**config.mk**
```make
export PLATFORM = sky130hd
export DESIGN_NAME = ctrl_pipe_chain
export DESIGN_NICKNAME = d
export VERILOG_FILES = /design/src/rtl/ctrl_pipe_chain.sv
export SDC_FILE = /design/constraint.sdc
export NUM_CORES = 1
export LEC_CHECK = 0
export CAP_MARGIN = 25
export CORE_ASPECT_RATIO = 0.7
export CORE_UTILIZATION = 35
export DETAILED_ROUTE_END_ITERATION = 7
export GPL_ROUTABILITY_DRIVEN = 0
export GPL_TIMING_DRIVEN = 0
export PLACE_DENSITY = 0.75
export SYNTH_ARGS = -nofsm -noshare
export SYNTH_HDL_FRONTEND = slang
export SYNTH_SLANG_ARGS = --single-unit
```
**constraint.sdc**
```tcl
create_clock -name clk -period 2.4 [get_ports clk]
set_clock_uncertainty 0.15 [all_clocks]
set_input_delay 0.24 -clock clk [delete_from_list [all_inputs] [get_ports clk]]
set_output_delay 0.24 -clock clk [all_outputs]
set_load 0.01 [all_outputs]
```
**src/rtl/ctrl_pipe_chain.sv**
```systemverilog
// ctrl_pipe_chain: parametrised control-word pipeline from decode through
// ID/EX .. MEM/WB. Provides a global hold (LE), bubble insertion at the entry
// stage (SS), a per-stage flush and per-stage valid bits.
// Optional statistics counters are built only when CTRL_PIPE_STATS_EN is
// defined; otherwise bubble_cnt and retire_cnt are tied to zero.
module ctrl_pipe_chain #(
  parameter int WIDTH  = 16,
  parameter int STAGES = 3,
  parameter int CNT_W  = 16
) (
  input  logic                      clk,
  input  logic                      R,
  input  logic                      LE,
  input  logic                      SS,
  input  logic [WIDTH-1:0]          id_ctrl,
  input  logic                      id_valid,
  input  logic [STAGES-1:0]         flush,
  output logic [STAGES*WIDTH-1:0]   stage_ctrl,
  output logic [STAGES-1:0]         stage_valid,
  output logic [CNT_W-1:0]          bubble_cnt,
  output logic [CNT_W-1:0]          retire_cnt
);

  // Saturating increment: holds at all-ones instead of wrapping.
  function automatic logic [CNT_W-1:0] sat_inc(input logic [CNT_W-1:0] v);
    return (&v) ? v : v + 1'b1;
  endfunction

  logic [WIDTH-1:0]  ctrl_q [STAGES];
  logic [WIDTH-1:0]  ctrl_d [STAGES];
  logic [STAGES-1:0] valid_q;
  logic [STAGES-1:0] valid_d;

  // Source of each stage: entry word for stage 0, previous stage otherwise.
  logic [WIDTH-1:0]  src_ctrl [STAGES];
  logic [STAGES-1:0] src_valid;

  // Entry mux plus shift-source selection; bubble words are forced to zero.
  always_comb begin
    src_valid[0] = ~SS & id_valid;
    src_ctrl[0]  = src_valid[0] ? id_ctrl : '0;
    for (int k = 1; k < STAGES; k++) begin
      src_valid[k] = valid_q[k-1];
      src_ctrl[k]  = ctrl_q[k-1];
    end
  end

  // Next-state per stage: flush wins even during a hold, so it is never lost.
  always_comb begin
    for (int k = 0; k < STAGES; k++) begin
      valid_d[k] = valid_q[k];
      ctrl_d[k]  = ctrl_q[k];
      if (flush[k]) begin
        valid_d[k] = 1'b0;
        ctrl_d[k]  = '0;
      end else if (LE) begin
        valid_d[k] = src_valid[k];
        ctrl_d[k]  = src_ctrl[k];
      end
    end
  end

  // Stage registers; reset drops every in-flight word.
  always_ff @(posedge clk or negedge R) begin
    if (!R) begin
      valid_q <= '0;
      for (int k = 0; k < STAGES; k++) ctrl_q[k] <= '0;
    end else begin
      valid_q <= valid_d;
      for (int k = 0; k < STAGES; k++) ctrl_q[k] <= ctrl_d[k];
    end
  end

  // Flatten stage words onto the output bus, stage k at [k*WIDTH +: WIDTH].
  always_comb begin
    stage_ctrl = '0;
    for (int k = 0; k < STAGES; k++) stage_ctrl[k*WIDTH +: WIDTH] = ctrl_q[k];
  end

  assign stage_valid = valid_q;

`ifdef CTRL_PIPE_STATS_EN
  logic [CNT_W-1:0] bubble_q, bubble_d;
  logic [CNT_W-1:0] retire_q, retire_d;

  // Bubble count follows inserted bubbles; retire count follows valid words
  // shifted out of the last stage (flush never affects the leaving word).
  always_comb begin
    bubble_d = bubble_q;
    retire_d = retire_q;
    if (LE && SS)                  bubble_d = sat_inc(bubble_q);
    if (LE && valid_q[STAGES-1])   retire_d = sat_inc(retire_q);
  end

  // Statistics registers, cleared with the pipeline.
  always_ff @(posedge clk or negedge R) begin
    if (!R) begin
      bubble_q <= '0;
      retire_q <= '0;
    end else begin
      bubble_q <= bubble_d;
      retire_q <= retire_d;
    end
  end

  assign bubble_cnt = bubble_q;
  assign retire_cnt = retire_q;
`else
  assign bubble_cnt = '0;
  assign retire_cnt = '0;
`endif

endmodule
```
==> flow_summary.yaml <==
route:
  wl_um: 5850
  dr_total_vias: 1839
  viasPerCell: 4.34
  wl_per_cell_um: 13.8
  ant_nets: 0
  first_pass_iters: 5
  drc_errors: 0
  first_iter_violations: 54
clocking:
  h-tree-depth: 2
  clkSlewWorstSetupHoldPaths_ns: 0.09
  post-cts-setup-buffers: 0
  cts-resized-gates: 0
  numCtsBuffers: 5
  cts_sinks: 51
  cts_tree: "yes"
  root_buffer: "clkbuf_8"
  ctsHoldBuffers: 1
  cts_buffer_depth: 2
  clk_latency_ns: 0.30
timing:
  slew_headroom_pct: 58.8
  tns_ns: 0
  finalSetupViolCount: 0
  slew_viol_final: 0
  layout_min_cycle_time_ns: 1.66
  rsz0062_at_grt: "false"
  fmax_mhz: 602
  tightest_slew_ns: 0.618
  finalHoldViolCount: 0
  hold-worst-slack_ns: 0.0751
  fin_ws_ns: 0.738
  period_share_pct: 69.3
cells_and_area:
  drive_gt1_share_pct: 16.7
  syn2layout_area_growth_pct: 42.0
  num_antenna_cells: 0
  regArea_um2: 1280
  instances_no_fill: 424
  multi_input_area_um2: 927
  nFillCells: 626
  layout.nets: 353
  post-route-util_pct: 51.5
  fin_area_um2: 3490
setup_path:
  crit_path_start_kind: "register"
  crit_family: "buffers and inverters"
  crit_fanout: 3
  crit_buf_inv: 1
  crit_slowest_cell: "clkdlybuf4s50_1"
  cp.depth: 1
  path_cells: "clkdlybuf4s50_1"
  path_class: "reg -> out"
  ff2ff_path_depth: 2
  critPathMaxStageDelay_ns: 0.56
  end_kind: "output pin"
  crit_arrival_ns: 1.27
  cp.required_ns: 2.01
pwr:
  finalPower_mw: 1.60
  ir_drop_mv: 0.209
  leakagePower_nw: 1.67
  powerDensity_nw_per_um2: 459
floorplanning:
  die_w_um: 102
  rows: 25
  coreArea_um2: 6790
  die_area_um2: 7370
  die_height_um: 72.1
  ioPinCount: 107
  initial_core_util_pct: 36.2
place:
  dp_cells: 415
  numPortBuffers: 69
  dpl.hpwl_um: 4360
  place_ws_ns: 0.713
  postPlaceCellArea_um2: 3400
synth:
  synthCells: 220
  ys_seq_area_share_pct: 51.9
  avgSynthCellArea_um2: 11.2
  synth_area_um2: 2460
  synth_warnings: 0
  ys_ff_latch: 51
  yosysUniqueCellTypes: 16
global_route:
  overflow: 0
  antenna_found_initial: 0
  track_usage_pct: 16.5
  grt_max_degree: 27
  grt_pass1_wl_um: 9200
  grt_pass1_vias: 1746
job:
  drv_cap: 0
hold_path:
  whs_path_depth: 2
  hp-class: "in -> reg"
status:
  status: "completed"
[cell families (layout without fill, tap and decap cells)]
kind of cell | count (synthesis) | after routing | share of synthesized area (%)
simple gates | 68 | 68 | 15.5
flops | 51 | 51 | 51.9
buf+inv | 49 | 128 | 15.2
mux | 34 | 34 | 13.8
compound gates | 17 | 17 | 3.46
other cells | 1 | 32 | 0.152
[worst paths after layout]
kind,from,slack (ns),end
min,flush[2],0.08,stage_ctrl[34]
max reg2reg,stage_ctrl[19],1.50,stage_ctrl[35]
min in group asynchronous,R,0.33,stage_ctrl[38]
max,stage_ctrl[4],0.74,stage_ctrl[4]
min reg2reg,stage_ctrl[34],0.38,stage_ctrl[34]
max in group asynchronous,R,1.22,stage_ctrl[0]
[state kept, by name, summed over array words and instances (netlist names)]
signal / cells
stage_valid: 3
stage_ctrl: 48
[cell type report]
cell class	count	area share (%)
Sequential cell	51	36.5
Clock inverter	3	0.430
Timing Repair Buffer	71	20.5
Clock buffer	5	1.97
Tap cell	94	3.37
Multi-Input combinational cell	151	26.5
Buffer	49	10.7
[cells in the final DEF (no fill, tap or decap)]
| cell | instances |
|---|---|
| clkdlybuf4s50_1 | 68 |
| dfrtp_1 | 51 |
| mux2i_1 | 34 |
| nor2_1 | 34 |
| buf_4 | 33 |
| conb_1 | 32 |
| nand2b_1 | 17 |
| a21oi_1 | 17 |
| nand4b_1 | 16 |
| buf_2 | 6 |
| clkbuf_8 | 5 |
| buf_6 | 4 |
| clkbuf_1 | 3 |
| clkinv_2 | 3 |
| buf_12 | 2 |
| buf_8 | 1 |
| clkbuf_2 | 1 |
| buf_1 | 1 |
| nand3b_1 | 1 |
| dlygate4sd3_1 | 1 |
[cells in the mapped netlist, drive strengths merged]
cell type,instances,area (µm²)
nand2b,17,106
conb,1,3.75
buf,45,357
mux2i,34,340
dfrtp,51,1280
clkbuf,4,16.3
nand4b,16,140
nor2,34,128
nand3b,1,7.51
a21oi,17,85.1
[routing by layer]
layer	vias up	routed length, µm	global-route usage [%]
met3	2	313	3.76
met4	0	12	3.17
met1	883	2850	23.6
met2	64	2680	25.8
met5	-	0	0
li1	890	-	-
[power breakdown]
part	switching, mW	internal (mW)
Combinational	0.120	0.127
Clock	0.275	0.200
Sequential	0.0102	0.870
Total	0.406	1.20
No activity file was read; power rests on OpenSTA's default activity.
